--- src/rtl/riscv_pkg.sv ---
// Shared RISC-V encode/decode types: immediate-format codes,
// the canonical nop word and the stage-1 field bundle.
package riscv_pkg;

  typedef enum logic [2:0] {
    IMM_I = 3'b000,
    IMM_S = 3'b001,
    IMM_B = 3'b010,
    IMM_U = 3'b011,
    IMM_J = 3'b100,
    IMM_R = 3'b111
  } imm_src_t;

  localparam logic [31:0] NOP_INSTR = 32'h0000_0013;

  typedef struct packed {
    logic [2:0]  src;
    logic [6:0]  opcode;
    logic [2:0]  funct3;
    logic [6:0]  funct7;
    logic [4:0]  rd;
    logic [4:0]  rs1;
    logic [4:0]  rs2;
    logic [31:0] imm;
  } fields_t;

endpackage

--- src/rtl/instr_encoder_if.sv ---
// Field-set input and encoded-word output handshakes.
// slave: encoder side; master: field source / memory side.
interface instr_encoder_if;
  logic        in_valid;
  logic        in_ready;
  logic [2:0]  ImmSrc;
  logic [6:0]  opcode;
  logic [2:0]  funct3;
  logic [6:0]  funct7;
  logic [4:0]  rd;
  logic [4:0]  rs1;
  logic [4:0]  rs2;
  logic [31:0] imm;
  logic        out_valid;
  logic        out_ready;
  logic [31:0] instr;
  logic [31:0] addr;
  logic        err;
  logic [7:0]  err_count;

  modport slave (
    input  in_valid, ImmSrc, opcode, funct3,
    input  funct7, rd, rs1, rs2, imm, out_ready,
    output in_ready, out_valid, instr, addr,
    output err, err_count
  );

  modport master (
    output in_valid, ImmSrc, opcode, funct3,
    output funct7, rd, rs1, rs2, imm, out_ready,
    input  in_ready, out_valid, instr, addr,
    input  err, err_count
  );
endinterface

--- src/rtl/imm_pack.sv ---
// Combinational format table: i_f -> packed word o_instr,
// o_err when the immediate does not fit the format.
module imm_pack
  import riscv_pkg::*;
(
  input  fields_t     i_f,
  output logic [31:0] o_instr,
  output logic        o_err
);

  logic [31:0] w_imm;
  logic        w_fit12;
  logic        w_fit13;
  logic        w_fit21;

  assign w_imm   = i_f.imm;
  // upper bits must all be sign copies
  assign w_fit12 = &w_imm[31:11] | ~|w_imm[31:11];
  assign w_fit13 = &w_imm[31:12] | ~|w_imm[31:12];
  assign w_fit21 = &w_imm[31:20] | ~|w_imm[31:20];

  always_comb begin
    o_instr = NOP_INSTR;
    o_err   = 1'b1;
    unique case (1'b1)
      (i_f.src == IMM_I): begin
        o_instr = {w_imm[11:0], i_f.rs1,
                   i_f.funct3, i_f.rd, i_f.opcode};
        o_err   = !w_fit12;
      end
      (i_f.src == IMM_S): begin
        o_instr = {w_imm[11:5], i_f.rs2, i_f.rs1,
                   i_f.funct3, w_imm[4:0], i_f.opcode};
        o_err   = !w_fit12;
      end
      (i_f.src == IMM_B): begin
        o_instr = {w_imm[12], w_imm[10:5], i_f.rs2,
                   i_f.rs1, i_f.funct3, w_imm[4:1],
                   w_imm[11], i_f.opcode};
        o_err   = !w_fit13 | w_imm[0];
      end
      (i_f.src == IMM_U): begin
        o_instr = {w_imm[31:12], i_f.rd, i_f.opcode};
        o_err   = |w_imm[11:0];
      end
      (i_f.src == IMM_J): begin
        o_instr = {w_imm[20], w_imm[10:1], w_imm[11],
                   w_imm[19:12], i_f.rd, i_f.opcode};
        o_err   = !w_fit21 | w_imm[0];
      end
      (i_f.src == IMM_R): begin
        o_instr = {i_f.funct7, i_f.rs2, i_f.rs1,
                   i_f.funct3, i_f.rd, i_f.opcode};
        o_err   = 1'b0;
      end
      default: begin
        o_instr = NOP_INSTR;
        o_err   = 1'b1;
      end
    endcase
  end

endmodule

--- src/rtl/instr_encoder.sv ---
// Two-stage instruction encoder with write address and
// saturating error count. Ports: clk, reset_n, clear, bus.
module instr_encoder
  import riscv_pkg::*;
#(
  parameter logic [31:0] BASE_ADDR = 32'h0000_0000
) (
  input logic              clk,
  input logic              reset_n,
  input logic              clear,
  instr_encoder_if.slave   bus
);

  logic        w_en;
  logic        w_hs;
  fields_t     w_in;
  logic [31:0] w_instr;
  logic        w_err;

  logic        r_s1_valid;
  fields_t     r_s1;
  logic        r_out_valid;
  logic [31:0] r_instr;
  logic        r_err;
  logic [31:0] r_addr;
  logic [7:0]  r_err_count;

  assign w_en = !r_out_valid | bus.out_ready;
  assign w_hs = r_out_valid & bus.out_ready;

  assign w_in = '{
    src:    bus.ImmSrc,
    opcode: bus.opcode,
    funct3: bus.funct3,
    funct7: bus.funct7,
    rd:     bus.rd,
    rs1:    bus.rs1,
    rs2:    bus.rs2,
    imm:    bus.imm
  };

  assign bus.in_ready  = w_en & !clear;
  assign bus.out_valid = r_out_valid;
  assign bus.instr     = r_instr;
  assign bus.addr      = r_addr;
  assign bus.err       = r_err;
  assign bus.err_count = r_err_count;

  imm_pack u_pack (
    .i_f    (r_s1),
    .o_instr(w_instr),
    .o_err  (w_err)
  );

  always_ff @(posedge clk or negedge reset_n) begin
    if (!reset_n) begin
      r_s1_valid <= 1'b0;
      r_s1       <= '0;
    end else if (clear) begin
      r_s1_valid <= 1'b0;
    end else if (w_en) begin
      r_s1_valid <= bus.in_valid;
      if (bus.in_valid) r_s1 <= w_in;
    end
  end

  // payload only moves with a real word so a bubble
  // leaves the last word's bits in place
  always_ff @(posedge clk or negedge reset_n) begin
    if (!reset_n) begin
      r_out_valid <= 1'b0;
      r_instr     <= '0;
      r_err       <= 1'b0;
    end else if (clear) begin
      r_out_valid <= 1'b0;
    end else if (w_en) begin
      r_out_valid <= r_s1_valid;
      if (r_s1_valid) begin
        r_instr <= w_instr;
        r_err   <= w_err;
      end
    end
  end

  always_ff @(posedge clk or negedge reset_n) begin
    if (!reset_n) begin
      r_addr      <= BASE_ADDR;
      r_err_count <= '0;
    end else if (clear) begin
      r_addr      <= BASE_ADDR;
      r_err_count <= '0;
    end else if (w_hs) begin
      r_addr <= r_addr + 32'd4;
      if (r_err && r_err_count != 8'hFF)
        r_err_count <= r_err_count + 8'd1;
    end
  end

endmodule

--- src/flat_wrapper.sv ---
// flat-port wrapper written by rule: the top's interface ports become plain ports
module instr_encoder_flat import riscv_pkg::*;
#(
  parameter logic [31:0] BASE_ADDR = 32'h0000_0000
)
  (clk, reset_n, clear, bus_in_valid, bus_ImmSrc, bus_opcode, bus_funct3, bus_funct7, bus_rd, bus_rs1, bus_rs2, bus_imm, bus_out_ready, bus_in_ready, bus_out_valid, bus_instr, bus_addr, bus_err, bus_err_count);
  instr_encoder_if bus_i ();
  input logic clk;
  input logic reset_n;
  input logic clear;
  input wire logic [$bits(bus_i.in_valid)-1:0] bus_in_valid;
  input wire logic [$bits(bus_i.ImmSrc)-1:0] bus_ImmSrc;
  input wire logic [$bits(bus_i.opcode)-1:0] bus_opcode;
  input wire logic [$bits(bus_i.funct3)-1:0] bus_funct3;
  input wire logic [$bits(bus_i.funct7)-1:0] bus_funct7;
  input wire logic [$bits(bus_i.rd)-1:0] bus_rd;
  input wire logic [$bits(bus_i.rs1)-1:0] bus_rs1;
  input wire logic [$bits(bus_i.rs2)-1:0] bus_rs2;
  input wire logic [$bits(bus_i.imm)-1:0] bus_imm;
  input wire logic [$bits(bus_i.out_ready)-1:0] bus_out_ready;
  output wire logic [$bits(bus_i.in_ready)-1:0] bus_in_ready;
  output wire logic [$bits(bus_i.out_valid)-1:0] bus_out_valid;
  output wire logic [$bits(bus_i.instr)-1:0] bus_instr;
  output wire logic [$bits(bus_i.addr)-1:0] bus_addr;
  output wire logic [$bits(bus_i.err)-1:0] bus_err;
  output wire logic [$bits(bus_i.err_count)-1:0] bus_err_count;
  assign bus_i.in_valid = bus_in_valid;
  assign bus_i.ImmSrc = bus_ImmSrc;
  assign bus_i.opcode = bus_opcode;
  assign bus_i.funct3 = bus_funct3;
  assign bus_i.funct7 = bus_funct7;
  assign bus_i.rd = bus_rd;
  assign bus_i.rs1 = bus_rs1;
  assign bus_i.rs2 = bus_rs2;
  assign bus_i.imm = bus_imm;
  assign bus_i.out_ready = bus_out_ready;
  assign bus_in_ready = bus_i.in_ready;
  assign bus_out_valid = bus_i.out_valid;
  assign bus_instr = bus_i.instr;
  assign bus_addr = bus_i.addr;
  assign bus_err = bus_i.err;
  assign bus_err_count = bus_i.err_count;
  instr_encoder #(.BASE_ADDR(BASE_ADDR)) u_core (.clk(clk), .reset_n(reset_n), .clear(clear), .bus(bus_i));
endmodule
--- config.mk ---
export PLATFORM = sky130hd
export DESIGN_NAME = instr_encoder_flat
export DESIGN_NICKNAME = d
export VERILOG_FILES = /design/src/rtl/riscv_pkg.sv /design/src/rtl/instr_encoder_if.sv /design/src/rtl/imm_pack.sv /design/src/rtl/instr_encoder.sv /design/src/flat_wrapper.sv
export SDC_FILE = /design/constraint.sdc
export NUM_CORES = 1
export LEC_CHECK = 0
export BUFFER_PORTS_ARGS = -buffer_cell sky130_fd_sc_hd__buf_2
export CAP_MARGIN = 20
export CORE_MARGIN = 10
export CORE_UTILIZATION = 30
export DETAILED_ROUTE_END_ITERATION = 10
export GPL_TIMING_DRIVEN = 1
export PLACE_DENSITY = 0.58
export SYNTH_ARGS = -nofsm -noshare
export SYNTH_HDL_FRONTEND = slang
export SYNTH_HIERARCHICAL = 1
export SYNTH_SLANG_ARGS = --single-unit
--- constraint.sdc ---
create_clock -name clk -period 3.08 [get_ports clk]
set_input_delay 0.154 -clock clk [delete_from_list [all_inputs] [get_ports clk]]
set_output_delay 0.154 -clock clk [all_outputs]
set_load 0.02 [all_outputs]
==> metrics.cfg, run 1 <==
[route]
first_pass_iters=4
vias=5427
drt_iter0_markers=325
ant_nets=0
totalWireLength_mm=19.2
post_drt_wl_per_cell_um=17.6
drc=0
via_per_inst=4.97

[global_routing]
grt_max_degree=68
grt_pass1_wl_mm=30.9
grt_overflow=0
grt_pass1_vias=5558
grt.total_usage=0.134
antenna_found_initial=0

[finish]
fillers=2098
areaGrowthSynthToFinish_pct=32.9
fin_nets=872
final_common_cell=buf_2
drive_above_1_share=0.364
layout_common_cells=buf_2 (143), dfrtp_1 (140), mux2_2 (100)

[critical_path]
worst-path-stages=5
critPathMaxStageDelay_ns=0.53
critPathBufInv=1
path_delay_family=simple AND/OR/NAND/NOR gates
criticalPathCategory=register to register
cp.arrival_ns=2.49
end_kind=register
critPathMaxFanout=39
crit_slowest_cell=and2_4
reg2regPathDepth=5
startpoint_type=register
path_cells=and2b_1 > nor2_1 > and2_4 > buf_12 > mux2_2
crit_required_ns=3.38

[clock_network]
cts.root.buffer_cell=clkbuf_16
htree_levels=4
cts_made_buffers=17
cts_tree=built
cts_sinks=140
path_clk_slew_ns=0.06
clk_path_buf_depth=2
hold_buffers=67
postCtsResizedCells=0
cts_setup_buffers=0
clock_latency_ns=0.42

[logic_synthesis]
synth_edf_count=0
ys_async_sr_fraction=1.00
syn_area_mm2=0.00677
yosysSeqAreaShare=0.518
synth_flop_cell=dfrtp_1
syn_inst=595
avgSynthCellArea_um2=11.4
yosysUniqueCellTypes=48
yosys_register_bits=140
synth_warnings=6

[timing]
hold_ws_ns=0.0211
clock_skew_ns=0.00903
drv_slew=0
min_period_ns=2.18
relSlewSlack=0.455
finalCritPeriodShare=0.709
finalSetupTns_ns=0
max_freq_ghz=0.458
finalSetupViolations=0
hold_violations=0
rsz0062_at_grt=false
tightest_slew_ns=0.817

[placed_design]
io_buffers=144
dp_hpwl_mm=13.7
place_congestion=0.791

[power_and_ir_drop]
power_density_mw_per_mm2=659
p_leak_nw=3.95
peakVddDrop_mv=0.369

[floorplanning]
io_pins=147
core_area_mm2=0.0220
start_util=0.307
num_rows=54
die_w_um=170
die_y_um=170
die_area_mm2=0.0290

[min_path]
min_path_type=primary input to register
whs_path_depth=2

[status]
run_status=finished, final reports clean

[job]
drv_cap=0

power breakdown:
part           internal, mW  switching (mW)  leakage [nW]  total [mW]
logic                 0.637           0.751          1.92        1.39
clock network          1.27           0.811         0.289        2.08
registers              2.18           0.287          1.74        2.46
total                  4.08            1.85          3.95        5.93
cells by family after synthesis:
family | synth area share
buf+inv | 0.0336
other cells | 0.000554
fa+ha+maj | 0.00370
flops | 0.518
compound gates | 0.0976
xor+xnor | 0.0166
mux | 0.186
simple gates | 0.145
worst reg2reg max path, delay by kind of cell (launching register included):
| family | cells | cell delay [ns] |
|---|---|---|
| simple gates | 3 | 0.93 |
| buf+inv | 1 | 0.30 |
| flops | 1 | 0.47 |
| mux | 1 | 0.37 |
metrics by stage:
step	util	worst slack, ns	power [mW]	cell area, µm²	instances
after floorplan	-	0.904	3.31	6770	596
after global placement	0.351	0.960	3.82	7720	992
after detailed placement	0.351	0.878	3.84	7720	992
after CTS	0.408	0.872	6.03	8990	1090
after global routing	0.408	0.716	6.26	8990	1090
final	0.408	0.896	5.93	9000	1091
layout make-up:
cell class | instances | area, µm² | area share
Inverter | 7 | 26.3 | 0.00292
Timing Repair Buffer | 217 | 1470 | 0.163
Multi-Input combinational cell | 415 | 3050 | 0.339
Antenna cell | 1 | 2.50 | 0.000278
Sequential cell | 140 | 3500 | 0.389
Clock inverter | 10 | 130 | 0.0145
Clock buffer | 21 | 470 | 0.0523
Tap cell | 280 | 350 | 0.0389
per-layer routing:
layer,up-vias,wire [µm],track usage
li1,2618,-,-
met1,2666,8910,0.174
met2,120,9060,0.212
met3,23,1020,0.0368
met4,0,232,0.0416
met5,-,0,0
synthesized netlist by cell type, types with 2 or more instances:
cell / n / area [µm²]
nand2_1: 47 / 176
o21ai_1: 3 / 15.0
or4_1: 14 / 105
clkbuf_1: 14 / 52.6
mux2_2: 100 / 1130
a21oi_1: 32 / 160
a31oi_1: 13 / 81.3
nand3_1: 14 / 70.1
and2_1: 8 / 50.1
xnor2_1: 3 / 26.3
o31ai_1: 12 / 90.1
and3_1: 5 / 31.3
inv_1: 7 / 26.3
dfrtp_1: 140 / 3500
a21o_1: 2 / 15.0
nor4_1: 7 / 43.8
nor3_1: 5 / 25.0
nand4_1: 17 / 106
nor2_1: 26 / 97.6
buf_6: 5 / 56.3
nand2_2: 2 / 12.5
nand2b_1: 5 / 31.3
a221oi_1: 13 / 114
buf_4: 7 / 52.6
or3_1: 14 / 87.6
and2b_1: 2 / 15.0
o21ai_0: 22 / 110
or2_2: 2 / 12.5
mux2i_1: 13 / 130
buf_2: 8 / 40.0
and4_1: 5 / 43.8
ha_1: 2 / 25.0
or4_4: 2 / 22.5
o21a_1: 2 / 15.0
xor2_1: 8 / 70.1
a211oi_1: 2 / 15.0
registers in the layout, summed over array words and instances, names as in the netlist:
register / cells
u_core/bus.err_count: 8
u_core/bus.out_valid: 1
u_core/r_s1: 67
u_core/r_s1_valid: 1
u_core/bus.instr: 32
u_core/bus.addr: 30
u_core/bus.err: 1
path summary, 6_finish.rpt:
path	startpoint	to	slack, ns
worst min register to register	u_core/bus.instr[31]	u_core/bus.instr[31]	0.50
min in group asynchronous	reset_n	u_core/r_s1[38]	0.32
worst max register to register	u_core/bus.out_valid	u_core/r_s1[48]	0.90
worst max-delay path	u_core/bus.out_valid	u_core/r_s1[48]	0.90
max in group asynchronous	reset_n	u_core/r_s1[46]	1.95
worst min-delay path	bus_ImmSrc[1]	u_core/r_s1[65]	0.02
Power figures use the tool's default switching activity.
==> run 2, diff against run 1 <==
Clock period 3.08 ns to 2.2 ns, I/O delays scaled along.
==> run 2 against run 1 <==
Compared with the run above:
- via count is 2.6% higher
- fmax is 5.5% higher
- utilization is 0.91 points higher
- clock power up 48%
- sequential share of layout area is 0.85 points lower
- power grew 43%
- sequential cell count unchanged
==> metrics.cfg, run 2 (same netlist as run 1, synthesis figures left out) <==
[status]
run_status=finished, final reports clean

[power_and_ir_drop]
peakVddDrop_mv=0.772  ; +110%
finalPower_mw=8.50  ; +43%
p_leak_nw=4.07  ; +2.9%
power_density_mw_per_mm2=925  ; +40%

[floorplanning]
io_pins=147  ; unchanged
die_area_mm2=0.0290  ; unchanged
start_util=0.307  ; unchanged
die_w_um=170  ; unchanged
core_area_mm2=0.0220  ; unchanged
die_y_um=170  ; unchanged
num_rows=54  ; unchanged

[job]
drv_cap=0  ; unchanged

[route]
drt_iter0_markers=466  ; +43%
vias=5566  ; +2.6%
ant_nets=0  ; unchanged
post_drt_wl_per_cell_um=17.9  ; +1.5%
first_pass_iters=5  ; +1
drc=0  ; unchanged
totalWireLength_mm=19.9  ; +3.2%
via_per_inst=5.01  ; +0.81%

[clock_network]
cts.root.buffer_cell=clkbuf_16
cts_made_buffers=17  ; unchanged
hold_buffers=69  ; +3.0%
cts_sinks=140  ; unchanged
clock_latency_ns=0.43  ; about the same
cts_setup_buffers=0  ; unchanged
clk_path_buf_depth=2  ; unchanged
htree_levels=4  ; unchanged
path_clk_slew_ns=0.06  ; about the same
postCtsResizedCells=0  ; unchanged
cts_tree=built

[finish]
multi_input_area_mm2=0.00305  ; unchanged
regMostFlops=u_core/r_s1
finish.utilization=0.418  ; +0.00915
regArea_mm2=0.00350  ; unchanged
fillers=2117  ; +0.91%
largest_reg_flops=67  ; unchanged
fin_nets=891  ; +2.2%
areaGrowthSynthToFinish_pct=35.9
n_antenna_cell=0  ; -1
final_common_cell=buf_2
drive_above_1_share=0.377  ; +0.0129
layout_common_cells=buf_2 (143), dfrtp_1 (140), mux2_2 (100)

[timing]
hold_ws_ns=0.0206  ; -0.000567 ns
finalCritPeriodShare=0.941  ; +0.232
finalSetupViolations=0  ; unchanged
finalSetupTns_ns=0  ; unchanged
clock_skew_ns=0.0153  ; +0.00622 ns
rsz0062_at_grt=false
max_freq_ghz=0.483  ; +5.5%
setup_ws_ns=0.131  ; -0.766 ns
drv_slew=0  ; unchanged
tightest_slew_ns=0.591  ; -0.226 ns
hold_violations=0  ; unchanged
min_period_ns=2.07  ; -0.114 ns
relSlewSlack=0.606  ; +0.151

[placed_design]
dp_hpwl_mm=13.9  ; +1.3%
dp_worst_setup_slack_ns=0.148  ; -0.730 ns
io_buffers=144  ; unchanged
place_congestion=0.796  ; +0.58%

[critical_path]
criticalPathCategory=register to register
end_kind=register
crit_required_ns=2.55  ; -0.83 ns
cp.arrival_ns=2.42  ; -0.07 ns
critPathMaxFanout=15  ; -62%
startpoint_type=register

[min_path]
min_path_type=primary input to register

[global_routing]
grt_use_met1=0.180  ; +0.00598
grtUsageMet3=0.0400  ; +0.00324
grt_overflow=0  ; unchanged
grt.total_usage=0.140  ; +0.00599
grt_pass1_vias=5776  ; +3.9%
grt_pass1_wl_mm=32.2  ; +4.3%
grt_max_degree=61  ; -10%
antenna_found_initial=0  ; unchanged
grt_util_met2=0.223  ; +0.0110
busiest_layer=met2

[run 2: cell count changes in the layout (fill, tap and decap cells not counted), sizes merged]
| cell | before | now |
|---|---|---|
| buf | 150 | 167 |
| bufinv | 2 | 3 |
| clkbuf | 21 | 19 |
| clkinv | 2 | 1 |
| diode | 1 | 0 |
| dlygate4sd3 | 67 | 69 |
| inv | 11 | 14 |
[run 2: through the flow]
step | std cells | cell area, µm²
floorplan | 596 | 6770
global placement | 1009 | 7890
detailed placement | 1009 | 7890
CTS | 1110 | 9200
global route | 1110 | 9200
finish | 1110 | 9200
[run 2: routing by layer]
layer | vias to the layer above | wire length [µm] | part of all wire
li1 | 2645 | - | -
met1 | 2739 | 9040 | 0.46
met2 | 164 | 9350 | 0.47
met3 | 18 | 1250 | 0.063
met4 | 0 | 213 | 0.011
met5 | - | 0 | 0
[run 2: worst max-delay path: stages (launching register included)]
cell and delay [ns]:
dfrtp_1 0.46, nand4_2 0.18, or4_4 0.67, or4_1 0.50, a21oi_1 0.17
[run 2: power by group]
group          leakage (nW)  switching [mW]  internal, mW
Combinational          2.02            1.08         0.921
Clock                 0.299            1.23          1.85
Sequential             1.74           0.382          3.05
[run 2: path summary, 6_finish.rpt]
kind	from	end	slack (ns)	cells after the start
max	u_core/bus.addr[5]	u_core/bus.addr[25]	0.13	4
min	bus_out_ready	u_core/bus.addr[3]	0.02	3
max reg2reg	u_core/bus.addr[5]	u_core/bus.addr[25]	0.13	4
min reg2reg	u_core/r_s1[58]	u_core/r_s1[58]	0.50	1
max in group asynchronous	reset_n	u_core/r_s1[66]	1.21	3
min in group asynchronous	reset_n	u_core/r_s1[17]	0.28	2
[run 2: final cells by class]
type | count | share of cell area
Tap cell | 280 | 0.0381
Clock inverter | 13 | 0.0192
Sequential cell | 140 | 0.381
Inverter | 7 | 0.00286
Multi-Input combinational cell | 415 | 0.331
Clock buffer | 19 | 0.0482
Timing Repair Buffer | 236 | 0.180
==> run 3, diff against run 2 <==
==> constraint.sdc (replaced) <==
create_clock -name clk -period 2.2 [get_ports clk]
set_input_delay 0.44 -clock clk [delete_from_list [all_inputs] [get_ports clk]]
set_output_delay 0.44 -clock clk [all_outputs]
set_load 0.02 [all_outputs]
==> run 3 against run 2 <==
Compared with the run above:
- clock-buffer cell count shrank 2
- wire length shrank 3.9%
- sequential share of layout area grew 3.2 points
- die area is the same
- largest power group unchanged
- design area shrank 7.6%
- utilization shrank 3.2 points
- largest cell class unchanged
==> metrics.cfg, run 3 (same netlist as run 1, synthesis figures left out) <==
[route]
first_pass_iters=5  ; unchanged
via_per_inst=5.11  ; +2.0%
drt_iter0_markers=475  ; +1.9%
post_drt_wl_per_cell_um=18.2  ; +2.0%
ant_nets=0  ; unchanged
drc=0  ; unchanged
vias=5345  ; -4.0%
totalWireLength_mm=19.1  ; -3.9%

[timing]
rsz0062_at_grt=false
clock_skew_ns=0.0152  ; -0.0000960 ns
relSlewSlack=0.641  ; +0.0349
finalCritPeriodShare=0.917  ; -0.0236
max_freq_ghz=0.496  ; +2.6%
finalSetupTns_ns=0  ; unchanged
hold_violations=0  ; unchanged
tightest_slew_ns=0.538  ; -0.0529 ns
finalSetupViolations=0  ; unchanged
hold_ws_ns=0.235  ; +0.215 ns
drv_slew=0  ; unchanged
min_period_ns=2.02  ; -0.0518 ns

[min_path]
hold_end=u_core/r_s1[28]
whs_path_depth=2  ; -1
hp-start=bus_imm[28]
min_path_type=primary input to register

[clock_network]
cts_sinks=140  ; unchanged
clock_latency_ns=0.43  ; about the same
cts.root.buffer_cell=clkbuf_16
cts_tree=built
postCtsResizedCells=0  ; unchanged
cts_made_buffers=17  ; unchanged
htree_levels=4  ; unchanged
clk_path_buf_depth=2  ; unchanged
hold_buffers=1  ; -99%
cts_setup_buffers=0  ; unchanged
path_clk_slew_ns=0.07  ; about the same

[power_and_ir_drop]
p_int_mw=5.41  ; -6.9%
switchingPower_mw=2.74  ; +2.0%
p_leak_nw=3.77  ; -7.4%
share_comb_of_total_power=0.236  ; about the same
peakVddDrop_mv=0.534  ; -31%
swShare=0.337  ; +0.0201
power_density_mw_per_mm2=960  ; +3.8%
p_seq_frac=0.419  ; +0.016
clkPwrFrac=0.345  ; -0.017

[floorplanning]
io_pins=147  ; unchanged
core_area_mm2=0.0220  ; unchanged
die_y_um=170  ; unchanged
num_rows=54  ; unchanged
die_area_mm2=0.0290  ; unchanged
start_util=0.307  ; unchanged
die_w_um=170  ; unchanged

[finish]
regArea_mm2=0.00350  ; unchanged
multi_input_area_mm2=0.00305  ; unchanged
drive_above_1_share=0.414  ; +0.0373
largest_reg_flops=67  ; unchanged
finish.utilization=0.386  ; -0.0319
fin_nets=826  ; -7.3%
layout_common_cells=buf_2 (143), dfrtp_1 (140), mux2_2 (100)
finalNonFillerCells=1045  ; -5.9%
areaGrowthSynthToFinish_pct=25.5
fillers=2200  ; +3.9%
regMostFlops=u_core/r_s1
n_antenna_cell=0  ; unchanged
final_common_cell=buf_2

[global_routing]
grt_max_degree=53  ; -13%
antenna_found_initial=0  ; unchanged
grt_overflow=0  ; unchanged
grt_pass1_wl_mm=30.0  ; -6.7%
grt_pass1_vias=5412  ; -6.3%
grt.total_usage=0.131  ; -0.00869

[critical_path]
startpoint_type=register
path_delay_family=simple AND/OR/NAND/NOR gates
criticalPathCategory=register to register
path_cells=nand2_2 > or4_4 > or4_1 > a21oi_1
critPathBufInv=0  ; unchanged
rr_endpoint=u_core/bus.addr[19]
critPathMaxStageDelay_ns=0.60  ; -0.07 ns
r2r_slack_ns=0.18  ; +0.05 ns
cp.arrival_ns=2.36  ; -0.06 ns
crit_slowest_cell=or4_4
reg2regPathDepth=4  ; unchanged
critPathMaxFanout=9  ; -6
r2r_start=u_core/bus.out_valid
end_kind=register
crit_required_ns=2.54  ; about the same

[placed_design]
place_congestion=0.802  ; +0.75%
dp_cells=1012  ; +0.30%
io_buffers=144  ; unchanged
dp_hpwl_mm=13.9  ; +0.22%

[status]
run_status=finished, final reports clean

[job]
drv_cap=0  ; unchanged

-- run 3: changes by cell type in the layout (fill, tap and decap cells not counted), sizes merged --
cell,delta
buf,+3
clkbuf,-2
dlygate4sd3,-68
inv,+3
clkinvlp,+2
bufinv,-3
-- run 3: cell type report --
cell class,instances,area share
tap,280,0.0412
clock inverter,15,0.0175
sequential,140,0.412
inverter,7,0.00309
multi-input combinational,415,0.359
timing repair buffer,171,0.117
clock buffer,17,0.0501
-- run 3: how the worst max path moves through the flow --
stage                          from             endpoint  slack [ns]  cells past startpoint
6_report       u_core/bus.out_valid  u_core/bus.addr[19]        0.18                      4
5_1_grt          u_core/bus.addr[2]  u_core/bus.addr[28]        0.07                      5
4_1_cts          u_core/bus.addr[2]  u_core/bus.addr[28]        0.19                      5
3_5_place_dp          bus_out_ready  u_core/bus.addr[19]        0.17                      5
3_3_place_gp          bus_out_ready  u_core/bus.addr[19]        0.17                      5
2_1_floorplan  u_core/bus.out_valid       u_core/r_s1[0]        0.02                      7
-- run 3: through the flow --
stage,setup WS (ns),area (µm²),power [mW]
floorplan,0.0240,6770,4.64
global placement,0.169,7910,5.38
detailed placement,0.166,7910,5.42
CTS,0.190,8490,8.29
global route,0.0684,8490,8.60
finish,0.183,8490,8.15
-- run 3: power groups by stage --
stage | Combinational (mW) | Clock [mW] | Sequential [mW]
2_1_floorplan | 0.945 | 0 | 3.69
3_3_place_gp | 1.93 | 0 | 3.45
6_report | 1.93 | 2.81 | 3.42
5_1_grt | 2.11 | 3.00 | 3.49
4_1_cts | 1.96 | 2.90 | 3.43
3_5_place_dp | 1.95 | 0 | 3.47
-- run 3: routing by layer --
layer / global-route usage / part of all wire / up-vias
met5: 0 / 0 / -
met4: 0.0366 / 0.0090 / 0
met3: 0.0430 / 0.071 / 19
met2: 0.205 / 0.46 / 177
met1: 0.169 / 0.46 / 2635
li1: - / - / 2514
-- run 3: worst reg2reg max path, stage by stage (launching register included) --
cell and delay [ns]:
dfrtp_1 0.50, nand2_2 0.16, or4_4 0.60, or4_1 0.50, a21oi_1 0.19
